File: src/rtl/storage_compare_sequencer_if.sv
// Control/stimulus/result bundle between the bench or top-level control and
// the storage-element compare sequencer.
interface storage_compare_sequencer_if #(
  parameter int unsigned LEN_W = 8
);
  logic             start;
  logic [LEN_W-1:0] len;
  logic [1:0]       mode;
  logic [7:0]       seed;
  logic             d_out;
  logic             qa_in;
  logic             qb_in;
  logic             qc_in;
  logic             busy;
  logic             done;
  logic [LEN_W-1:0] err_a;
  logic [LEN_W-1:0] err_b;
  logic [LEN_W-1:0] err_c;
  logic             pass;

  modport master (
    output start, len, mode, seed, qa_in, qb_in, qc_in,
    input  d_out, busy, done, err_a, err_b, err_c, pass
  );

  modport slave (
    input  start, len, mode, seed, qa_in, qb_in, qc_in,
    output d_out, busy, done, err_a, err_b, err_c, pass
  );
endinterface

File: src/rtl/storage_compare_sequencer.sv
// Drives a programmable bit pattern onto the shared D line of the latch /
// neg-edge FF / pos-edge FF datapath and counts per-element Q mismatches.
module storage_compare_sequencer #(
  parameter int unsigned LEN_W = 8
) (
  input  logic                         clk,
  input  logic                         reset_n,
  storage_compare_sequencer_if.slave   bus
);

  localparam int unsigned PAT_W = 8;

  localparam logic [1:0] ST_IDLE  = 2'd0;
  localparam logic [1:0] ST_RUN   = 2'd1;
  localparam logic [1:0] ST_TAIL1 = 2'd2;
  localparam logic [1:0] ST_TAIL2 = 2'd3;

  logic [1:0]       state_q, state_d;
  logic [LEN_W-1:0] idx_q, idx_d;
  logic [LEN_W-1:0] len_q, len_d;
  logic [1:0]       mode_q, mode_d;
  logic [PAT_W-1:0] pat_q, pat_d;
  logic             d_out_q, d_out_d;
  logic             d_prev_q;
  logic             busy_q, busy_d;
  logic             done_q, done_d;
  logic [LEN_W-1:0] err_a_q, err_a_d;
  logic [LEN_W-1:0] err_b_q, err_b_d;
  logic [LEN_W-1:0] err_c_q, err_c_d;
  logic             pass_q, pass_d;

  logic [PAT_W-1:0] pat_next;
  logic [PAT_W-1:0] seed_load;
  logic             start_ok;
  logic             chk_ab;
  logic             chk_c;
  logic             mis_a;
  logic             mis_b;
  logic             mis_c;

  // pat_q[0] is always the bit currently on d_out; advance per mode
  always_comb begin
    pat_next = pat_q;
    case (mode_q)
      2'd0:    pat_next = {pat_q[PAT_W-1:1], ~pat_q[0]};
      2'd1:    pat_next = {pat_q[0] ^ pat_q[2] ^ pat_q[3] ^ pat_q[4], pat_q[PAT_W-1:1]};
      2'd2:    pat_next = {pat_q[0], pat_q[PAT_W-1:1]};
      default: pat_next = pat_q;
    endcase
  end

  // LFSR must never be loaded with the all-zero lockup state
  assign seed_load = (bus.mode == 2'd1 && bus.seed == 8'h00) ? 8'h01 : bus.seed;
  assign start_ok  = bus.start && (bus.len != '0);

  // X/Z on a Q input must count as a mismatch, hence case inequality
  assign mis_a = (bus.qa_in !== d_out_q);
  assign mis_b = (bus.qb_in !== d_out_q);
  assign mis_c = (bus.qc_in !== d_prev_q);

  always_comb begin
    state_d = state_q;
    idx_d   = idx_q;
    len_d   = len_q;
    mode_d  = mode_q;
    pat_d   = pat_q;
    d_out_d = 1'b0;
    busy_d  = 1'b0;
    done_d  = 1'b0;
    err_a_d = err_a_q;
    err_b_d = err_b_q;
    err_c_d = err_c_q;
    chk_ab  = 1'b0;
    chk_c   = 1'b0;

    case (state_q)
      // TAIL2 is the done cycle; it accepts a start so runs can chain
      ST_IDLE, ST_TAIL2: begin
        state_d = ST_IDLE;
        if (start_ok) begin
          state_d = ST_RUN;
          len_d   = bus.len;
          mode_d  = bus.mode;
          pat_d   = seed_load;
          idx_d   = '0;
          d_out_d = seed_load[0];
          busy_d  = 1'b1;
          err_a_d = '0;
          err_b_d = '0;
          err_c_d = '0;
        end
      end
      ST_RUN: begin
        chk_ab = 1'b1;
        chk_c  = (idx_q != '0);
        busy_d = 1'b1;
        if (idx_q == len_q - LEN_W'(1)) begin
          state_d = ST_TAIL1;
        end else begin
          idx_d   = idx_q + LEN_W'(1);
          pat_d   = pat_next;
          d_out_d = pat_next[0];
        end
      end
      ST_TAIL1: begin
        chk_c   = 1'b1;
        state_d = ST_TAIL2;
        done_d  = 1'b1;
      end
      default: state_d = ST_IDLE;
    endcase

    // saturating mismatch counters
    if (chk_ab && mis_a && (err_a_q != {LEN_W{1'b1}})) err_a_d = err_a_q + LEN_W'(1);
    if (chk_ab && mis_b && (err_b_q != {LEN_W{1'b1}})) err_b_d = err_b_q + LEN_W'(1);
    if (chk_c  && mis_c && (err_c_q != {LEN_W{1'b1}})) err_c_d = err_c_q + LEN_W'(1);

    pass_d = (err_a_d == '0) && (err_b_d == '0) && (err_c_d == '0);
  end

  always_ff @(posedge clk or negedge reset_n) begin
    if (!reset_n) begin
      state_q  <= ST_IDLE;
      idx_q    <= '0;
      len_q    <= '0;
      mode_q   <= 2'd0;
      pat_q    <= '0;
      d_out_q  <= 1'b0;
      d_prev_q <= 1'b0;
      busy_q   <= 1'b0;
      done_q   <= 1'b0;
      err_a_q  <= '0;
      err_b_q  <= '0;
      err_c_q  <= '0;
      pass_q   <= 1'b1;
    end else begin
      state_q  <= state_d;
      idx_q    <= idx_d;
      len_q    <= len_d;
      mode_q   <= mode_d;
      pat_q    <= pat_d;
      d_out_q  <= d_out_d;
      d_prev_q <= d_out_q;
      busy_q   <= busy_d;
      done_q   <= done_d;
      err_a_q  <= err_a_d;
      err_b_q  <= err_b_d;
      err_c_q  <= err_c_d;
      pass_q   <= pass_d;
    end
  end

  assign bus.d_out = d_out_q;
  assign bus.busy  = busy_q;
  assign bus.done  = done_q;
  assign bus.err_a = err_a_q;
  assign bus.err_b = err_b_q;
  assign bus.err_c = err_c_q;
  assign bus.pass  = pass_q;

endmodule

File: src/flat_wrapper.sv
// flat-port wrapper written by rule: the top's interface ports become plain ports
module storage_compare_sequencer_flat 
#(
  parameter int unsigned LEN_W = 8
)
  (clk, reset_n, bus_start, bus_len, bus_mode, bus_seed, bus_qa_in, bus_qb_in, bus_qc_in, bus_d_out, bus_busy, bus_done, bus_err_a, bus_err_b, bus_err_c, bus_pass);
  storage_compare_sequencer_if #(.LEN_W(LEN_W)) bus_i ();
  input  logic clk;
  input  logic reset_n;
  input wire logic [$bits(bus_i.start)-1:0] bus_start;
  input wire logic [$bits(bus_i.len)-1:0] bus_len;
  input wire logic [$bits(bus_i.mode)-1:0] bus_mode;
  input wire logic [$bits(bus_i.seed)-1:0] bus_seed;
  input wire logic [$bits(bus_i.qa_in)-1:0] bus_qa_in;
  input wire logic [$bits(bus_i.qb_in)-1:0] bus_qb_in;
  input wire logic [$bits(bus_i.qc_in)-1:0] bus_qc_in;
  output wire logic [$bits(bus_i.d_out)-1:0] bus_d_out;
  output wire logic [$bits(bus_i.busy)-1:0] bus_busy;
  output wire logic [$bits(bus_i.done)-1:0] bus_done;
  output wire logic [$bits(bus_i.err_a)-1:0] bus_err_a;
  output wire logic [$bits(bus_i.err_b)-1:0] bus_err_b;
  output wire logic [$bits(bus_i.err_c)-1:0] bus_err_c;
  output wire logic [$bits(bus_i.pass)-1:0] bus_pass;
  assign bus_i.start = bus_start;
  assign bus_i.len = bus_len;
  assign bus_i.mode = bus_mode;
  assign bus_i.seed = bus_seed;
  assign bus_i.qa_in = bus_qa_in;
  assign bus_i.qb_in = bus_qb_in;
  assign bus_i.qc_in = bus_qc_in;
  assign bus_d_out = bus_i.d_out;
  assign bus_busy = bus_i.busy;
  assign bus_done = bus_i.done;
  assign bus_err_a = bus_i.err_a;
  assign bus_err_b = bus_i.err_b;
  assign bus_err_c = bus_i.err_c;
  assign bus_pass = bus_i.pass;
  storage_compare_sequencer #(.LEN_W(LEN_W)) u_core (.clk(clk), .reset_n(reset_n), .bus(bus_i));
endmodule
File: config.mk
export PLATFORM = sky130hd
export DESIGN_NAME = storage_compare_sequencer_flat
export DESIGN_NICKNAME = d
export VERILOG_FILES = /design/src/rtl/storage_compare_sequencer_if.sv /design/src/rtl/storage_compare_sequencer.sv /design/src/flat_wrapper.sv
export SDC_FILE = /design/constraint.sdc
export NUM_CORES = 1
export LEC_CHECK = 0
export ABC_AREA = 1
export CAP_MARGIN = 20
export CORE_MARGIN = 3
export CORE_UTILIZATION = 50
export DETAILED_ROUTE_END_ITERATION = 10
export HOLD_SLACK_MARGIN = 0.08
export PLACE_DENSITY = 0.76
export SYNTH_ARGS = -nofsm -noshare
export SYNTH_HDL_FRONTEND = slang
export SYNTH_SLANG_ARGS = --single-unit
File: constraint.sdc
create_clock -name clk -period 1.8 [get_ports clk]
set_clock_uncertainty 0.05 [all_clocks]
set_input_delay 0.36 -clock clk [delete_from_list [all_inputs] [get_ports clk]]
set_output_delay 0.36 -clock clk [all_outputs]
set_load 0.02 [all_outputs]
==> results by group, run 1 <==
Outcome
  – Outcome: finished with violations
  – Failing checks: negative setup slack

STA
  – Worst hold slack: ~0.44 ns
  – Min Tclk post-route: 2.02 ns
  – Max-slew headroom: 72.0%
  – Final Worst Setup Slack: -0.220 ns
  – Fin crit share: 112%
  – Final Max Slew Viols: 0
  – Worst-Margin Slew: 0.421 ns
  – Max Fclk: roughly 490 MHz
  – # setup viols final: 22
  – Fin. Hold Viols: 0
  – RSZ-0062 raised after global routing: yes

Critical path
  – Critical Path Stages: 13
  – Required @ worst endpoint: ~2.0 ns
  – Kind of critical path: flip-flop to flip-flop
  – CP peak stage delay: 0.41 ns
  – Worst path cell trace: buf_6 -> ha_4 -> inv_2 -> nand2_1 -> nor2_1 -> nand2_2 -> a21oi_4 -> nand3_1 -> nand2_2 -> nand2_1 -> nor2_1 -> nand2_1 -> nor2_1
  – Worst setup SP type: flip-flop
  – Crit path DAT: 2.24 ns
  – R2R cell count: 13
  – R2R setup slack: -0.22 ns
  – Slowest library cell on the worst path: dfrtp_1
  – Setup crit end kind: flip-flop
  – Buffers & Inverters on Critical Path: 2
  – CP Max Fanout: 8
  – Top Family by Delay on Critical Path: simple AND/OR/NAND/NOR gates

Synthesis
  – Netlist cell types: 40
  – Post-synthesis sequential area ratio: just under 40%
  – Synth area leaders: dfrtp_1 39%, nand2_1 15%, inv_1 6.9%, nor2_1 5.2%, nand3_1 3.6%
  – Largest family of logic cells by synthesized area: simple AND/OR/NAND/NOR gates
  – Synth Area in XOR/XNOR: under 10%
  – Share of the synthesized area in the top cell type: 38.8%
  – Main synth FF type: dfrtp_1
  – Synthesized net count: 527
  – Ys Warns: 0
  – Adder-cell share of the synthesized area: 3.12%
  – Synth Area in Compound Gates: 10.2%
  – Asr flop ratio synth: 100%
  – Avg Inst Size Synth: approximately 7.3 µm²
  – Post-Syn Area: around 0.0036 mm²
  – Synth Area in Simple Gates: 32.1%
  – Post-synthesis mux area share: 0%
  – Post-synth top area cell: dfrtp_1
  – Post-Syn Instances: around 490
  – Seq cells post-synth: 57
  – Number of flops mapped to enable cells by yosys: 0

Floorplanning
  – Die Area: roughly 0.0083 mm²
  – Initial Util: between 50% and 60%
  – I/O pin total: 52
  – Die H: 91.0 µm
  – Core footprint: 0.00691 mm²
  – Rows: 30
  – Die Wd: 91.0 µm

Cells and area
  – Final Instance Area: 0.00535 mm²
  – Layout cells sized above 1: between 30% and 40%
  – Final Non-Filler Cells: 733
  – Area growth, synth to finish: 48.0%
  – NumNets Final: 665
  – Commonest non-fill, non-tap cells in the layout: 123 x nand2_1, 74 x buf_4, 56 x inv_1
  – Commonest non-fill, non-tap cell in the layout: nand2_1
  – Antenna Cells: 0

Drt
  – Via count: 3916
  – Drt drc: 0
  – Drt total wl: about 11000 µm
  – Final ANT Viol Nets: 0
  – Vias per inst: 5.34
  – DR pass1 iterations: 6
  – Post-DR wirelength/cell: 15.1 µm
  – Initial DRC count: 332

Power
  – Peak VDD IR: 856 µV
  – Pwr dens: 1460 mW/mm²
  – Tot Pwr: between 7 and 8 mW
  – Leak pwr: 2.81 nW

Clock network
  – Clock transition at the registers of the reported paths: 0.07 ns
  – CTS buffer count: 9
  – Sink Count: between 50 and 60
  – Clk Latency, worst-skew pair: 0.34 ns
  – CTS Root Cell: clkbuf_8
  – CTS tree: built
  – H-tree levels: 3
  – Clk buf depth: 2

Global routing
  – Vias in the first global route: 3755
  – Largest net degree at the start of global routing: 18
  – Total grt overflow: 0
  – Global-route wire length before repair: ~17000 µm
  – Total GRT Usage: 25.5%
  – Initial antenna violation count: 0

Min path
  – Worst min path class: input pin to asynchronous set/reset pin

Place
  – Placed insts: 705
  – DPL Wire Length: 6920 µm
  – Place WS: -0.399 ns
  – Dpl cell area: approximately 0.0047 mm²
  – GPL Wtd Cong: around 0.84
  – I/O Buffers: slightly above 50

Flow run
  – Max Cap Viol: 0
==> synthesized netlist by cell type, types with 2 or more instances <==
library cell  count
a21oi_1          14
buf_1             2
buf_6             3
dfrtp_1          56
ha_1              9
inv_1            66
inv_2             8
nand2_1         146
nand2_2           5
nand2_4           2
nand3_1          26
nand3_2           3
nand3b_1          2
nand4_1           8
nor2_1           50
nor2_2            3
nor2_4            3
nor3_1            7
o21ai_0          15
o21ai_1          14
o21ai_2           8
o22ai_1           5
or2_2             3
xnor2_1           7
xor2_1           14
==> cell families after synthesis <==
group	count (synthesis)
xor+xnor	22
compound gates	61
simple gates	262
fa+ha+maj	9
buf+inv	83
flops	57
==> registers in the layout, indices dropped and copies added (netlist names), 2 cells and up <==
signal	count
u_core.len_q	8
u_core.mode_q	2
u_core.bus.err_c	8
u_core.state_q	2
u_core.pat_q	8
u_core.bus.err_b	8
u_core.idx_q	8
u_core.bus.err_a	8
==> per-stage QoR <==
stage	utilization, %	setup TNS (ns)
2_1_floorplan	-	0
3_3_place_gp	68.5	-7.98
3_5_place_dp	68.5	-9.20
4_1_cts	74.0	-1.73
5_1_grt	77.5	-4.31
6_report	77.5	-2.08
==> report_power, final <==
group,switching (mW),total [mW],internal (mW),leakage [nW]
sequential,0.293,1.94,1.65,0.742
combinational,2.78,4.66,1.89,1.96
clock,0.532,1.18,0.647,0.102
==> per-layer routing <==
| layer | up-vias | track usage, % | share of wire (%) |
|---|---|---|---|
| li1 | 1842 | - | - |
| met1 | 1859 | 31.0 | 41 |
| met2 | 173 | 43.5 | 50 |
| met3 | 42 | 4.47 | 5.4 |
| met4 | 0 | 12.6 | 3.3 |
| met5 | - | 0 | 0 |
==> what timing repair did <==
action                     in CTS  in global routing
hold endpoints to repair       12                  0
pin swaps                      18                 17
gates cloned                    4                  0
hold buffers                    1                  0
gates resized for setup        48                 61
setup endpoints to repair      40                 40
setup buffers                   4                  4
==> worst paths after layout <==
check / start / endpoint
min in group clk: u_core.pat_q[7] / u_core.pat_q[7]
setup reg to reg: u_core.state_q[1] / u_core.bus.pass
hold reg to reg: u_core.pat_q[7] / u_core.pat_q[7]
max in group asynchronous: reset_n / u_core.bus.pass
setup / recovery: u_core.state_q[1] / u_core.bus.pass
hold / removal: reset_n / u_core.len_q[6]
==> area by class of cell <==
type	instances	area (µm²)
clock buffer	14	183
clock inverter	2	10.0
fill	477	1560
inverter	75	282
multi-input combinational	358	2200
sequential	57	1440
tap	96	120
timing repair buffer	131	1120
Note: power is estimated with default switching activity, not from simulation.
==> inputs of run 2 (changes only) <==
- CORE_UTILIZATION: 50 -> 58
- DONT_BUFFER_PORTS: unset -> 1
- PLACE_DENSITY: 0.76 -> 0.75
==> run 2 against run 1 <==
The run still ends with negative setup slack left. Flip-flop and latch count stayed put. Largest power group unchanged. Design area is 9.0% lower. Die area is 13% lower.
==> results by group, run 2 (synthesized netlist as in run 1, its figures left out) <==
Outcome
  – Outcome: finished with violations
  – Failing checks: negative setup slack

Critical path
  – Kind of critical path: flip-flop to flip-flop
  – Setup crit end kind: flip-flop
  – RR Startpoint: u_core.state_q[1]
  – R2R setup slack: -0.24 ns
  – Required @ worst endpoint: 2.04 ns
  – Worst r2r dst: u_core.bus.pass
  – Worst setup SP type: flip-flop
  – Crit path DAT: 2.28 ns
  – R2R cell count: 12
  – CP Max Fanout: 8

Floorplanning
  – Rows: 28
  – I/O pin total: between 50 and 60
  – Initial Util: 60.3%
  – Die Area: 0.00722 mm²
  – Core footprint: around 0.006 mm²
  – Die Wd: roughly 85 µm
  – Die H: 84.9 µm

Min path
  – WHS Endpoint: u_core.len_q[4]
  – Hold depth: 2
  – Hold path startpoint: bus_len[4]
  – Worst min path class: input pin to flip-flop

Clock network
  – CTS tree: built
  – Clk buf depth: 2
  – CTS Root Cell: clkbuf_8
  – Clock transition at the registers of the reported paths: 0.07 ns
  – Clk Latency, worst-skew pair: 0.35 ns
  – CTS buffer count: 9
  – Sink Count: 57
  – H-tree levels: 3

Global routing
  – Initial antenna violation count: 0
  – Vias in the first global route: 3682
  – Total GRT Usage: roughly 30%
  – Total grt overflow: 0
  – Global-route wire length before repair: roughly 17000 µm
  – Largest net degree at the start of global routing: between 50 and 60

STA
  – Min Tclk post-route: 2.04 ns
  – Setup_tns: -1.26 ns
  – Max-slew headroom: 70.0%
  – Max Fclk: a little under 500 MHz
  – Fin. Hold Viols: 0
  – # setup viols final: 20
  – Final Worst Setup Slack: -0.241 ns
  – Final Max Slew Viols: 0
  – RSZ-0062 raised after global routing: yes
  – Worst-Margin Slew: 0.446 ns
  – Fin crit share: 113%

Power
  – Power share of the sequential group: a little over a quarter
  – Leak pwr: 2.48 nW
  – Int Pwr: 3.98 mW
  – Peak VDD IR: roughly 1100 µV
  – Logic pwr share: about three fifths
  – Switching Share: 46.8%
  – Clk pwr share: 15.0%
  – Pwr dens: 1540 mW/mm²
  – Net Sw Power: roughly 3.5 mW

Drt
  – Vias per inst: 5.50
  – Post-DR wirelength/cell: 16.1 µm
  – Initial DRC count: 262
  – Drt drc: 0
  – Drt total wl: between 10000 and 15000 µm
  – Via count: 3666
  – Final ANT Viol Nets: 0
  – DR pass1 iterations: 5

Cells and area
  – Flip-flop and latch area: around 0.0014 mm²
  – Area growth, synth to finish: 34.7%
  – Filler cell count: 397
  – Antenna Cells: 0
  – Multi-input logic area: 0.00219 mm²
  – NumNets Final: 619
  – Commonest non-fill, non-tap cell in the layout: nand2_1
  – Post-layout util: 81.3%
  – Commonest non-fill, non-tap cells in the layout: 123 x nand2_1, 73 x buf_4, 59 x inv_1
  – Layout cells sized above 1: roughly a third

Flow run
  – Max Cap Viol: 0

Place
  – I/O Buffers: 0
  – GPL Wtd Cong: 0.890
  – DPL Wire Length: 6570 µm
## run 2: cell types whose count changed in the layout (fill, tap and decap cells not counted), moves of 5 or more
cell	change
nor2_1	-6
dlymetal6s2s_1	-6
dlygate4sd2_1	-14
nor2_2	+7
o21ai_1	+5
clkdlybuf4s50_1	-30
o21ai_2	-5
## run 2: metal layers
layer  vias up  track usage [%]  share of wire (%)
li1       1743                -                  -
met1      1738             38.1                 40
met2       150             48.7                 51
met3        35             7.18                6.8
met4         0             10.9                2.5
met5         -                0                  0
## run 2: what timing repair did
item,CTS,global route
hold buffers,5,0
hold endpoints to repair,60,0
gates cloned,4,0
buffers inserted,7,5
gates resized for setup,40,50
pin swaps,15,18
setup endpoints to repair,27,33
## run 2: power groups by stage
stage | clock, mW | combinational (mW) | sequential, mW
after CTS | 1.10 | 3.84 | 1.96
after floorplan | 0 | 2.20 | 2.02
after global routing | 1.18 | 4.78 | 2.03
after global placement | 0 | 3.10 | 1.95
after detailed placement | 0 | 3.19 | 1.97
final | 1.12 | 4.37 | 1.99
## run 2: worst max path at each step
| stage | start | end | slack (ns) | cells past startpoint |
|---|---|---|---|---|
| detailed placement | u_core.state_q[1] | u_core.bus.pass | -0.32 | 12 |
| global route | u_core.state_q[0] | u_core.bus.pass | -0.38 | 15 |
| CTS | u_core.state_q[1] | u_core.bus.pass | -0.22 | 12 |
| finish | u_core.state_q[1] | u_core.bus.pass | -0.24 | 12 |
| global placement | u_core.state_q[0] | u_core.bus.pass | -0.18 | 13 |
| floorplan | u_core.state_q[1] | u_core.bus.pass | 0.01 | 14 |
## run 2: layout make-up
class                           instances  area share (%)
Sequential cell                        57            29.5
Inverter                               75            5.83
Tap cell                               75            1.93
Multi-Input combinational cell        358            45.0
Clock buffer                           16            3.49
Timing Repair Buffer                   85            14.3
## run 2: critical path, stage by stage (launching register included)
cell and delay (ns):
dfrtp_2 0.44, inv_2 0.10, ha_4 0.15, buf_6 0.09, inv_2 0.03, o21bai_4 0.18
a21oi_4 0.29, nor2_1 0.09, nor2_1 0.15, nand2_1 0.08, nor2_2 0.13, nand2_1 0.09
nor2_1 0.09
## run 2: per-stage QoR
stage	power [mW]	worst slack [ns]	hold WS [ns]	area (µm²)	std cells
final	7.48	-0.241	0.0846	4870	666
after global routing	8.00	-0.377	0.0969	4870	666
after CTS	6.90	-0.216	0.0880	4670	663
after detailed placement	5.15	-0.318	0.0161	4190	632
after global placement	5.04	-0.175	0.0166	4190	632
after floorplan	4.21	0.0150	0.0144	3620	494
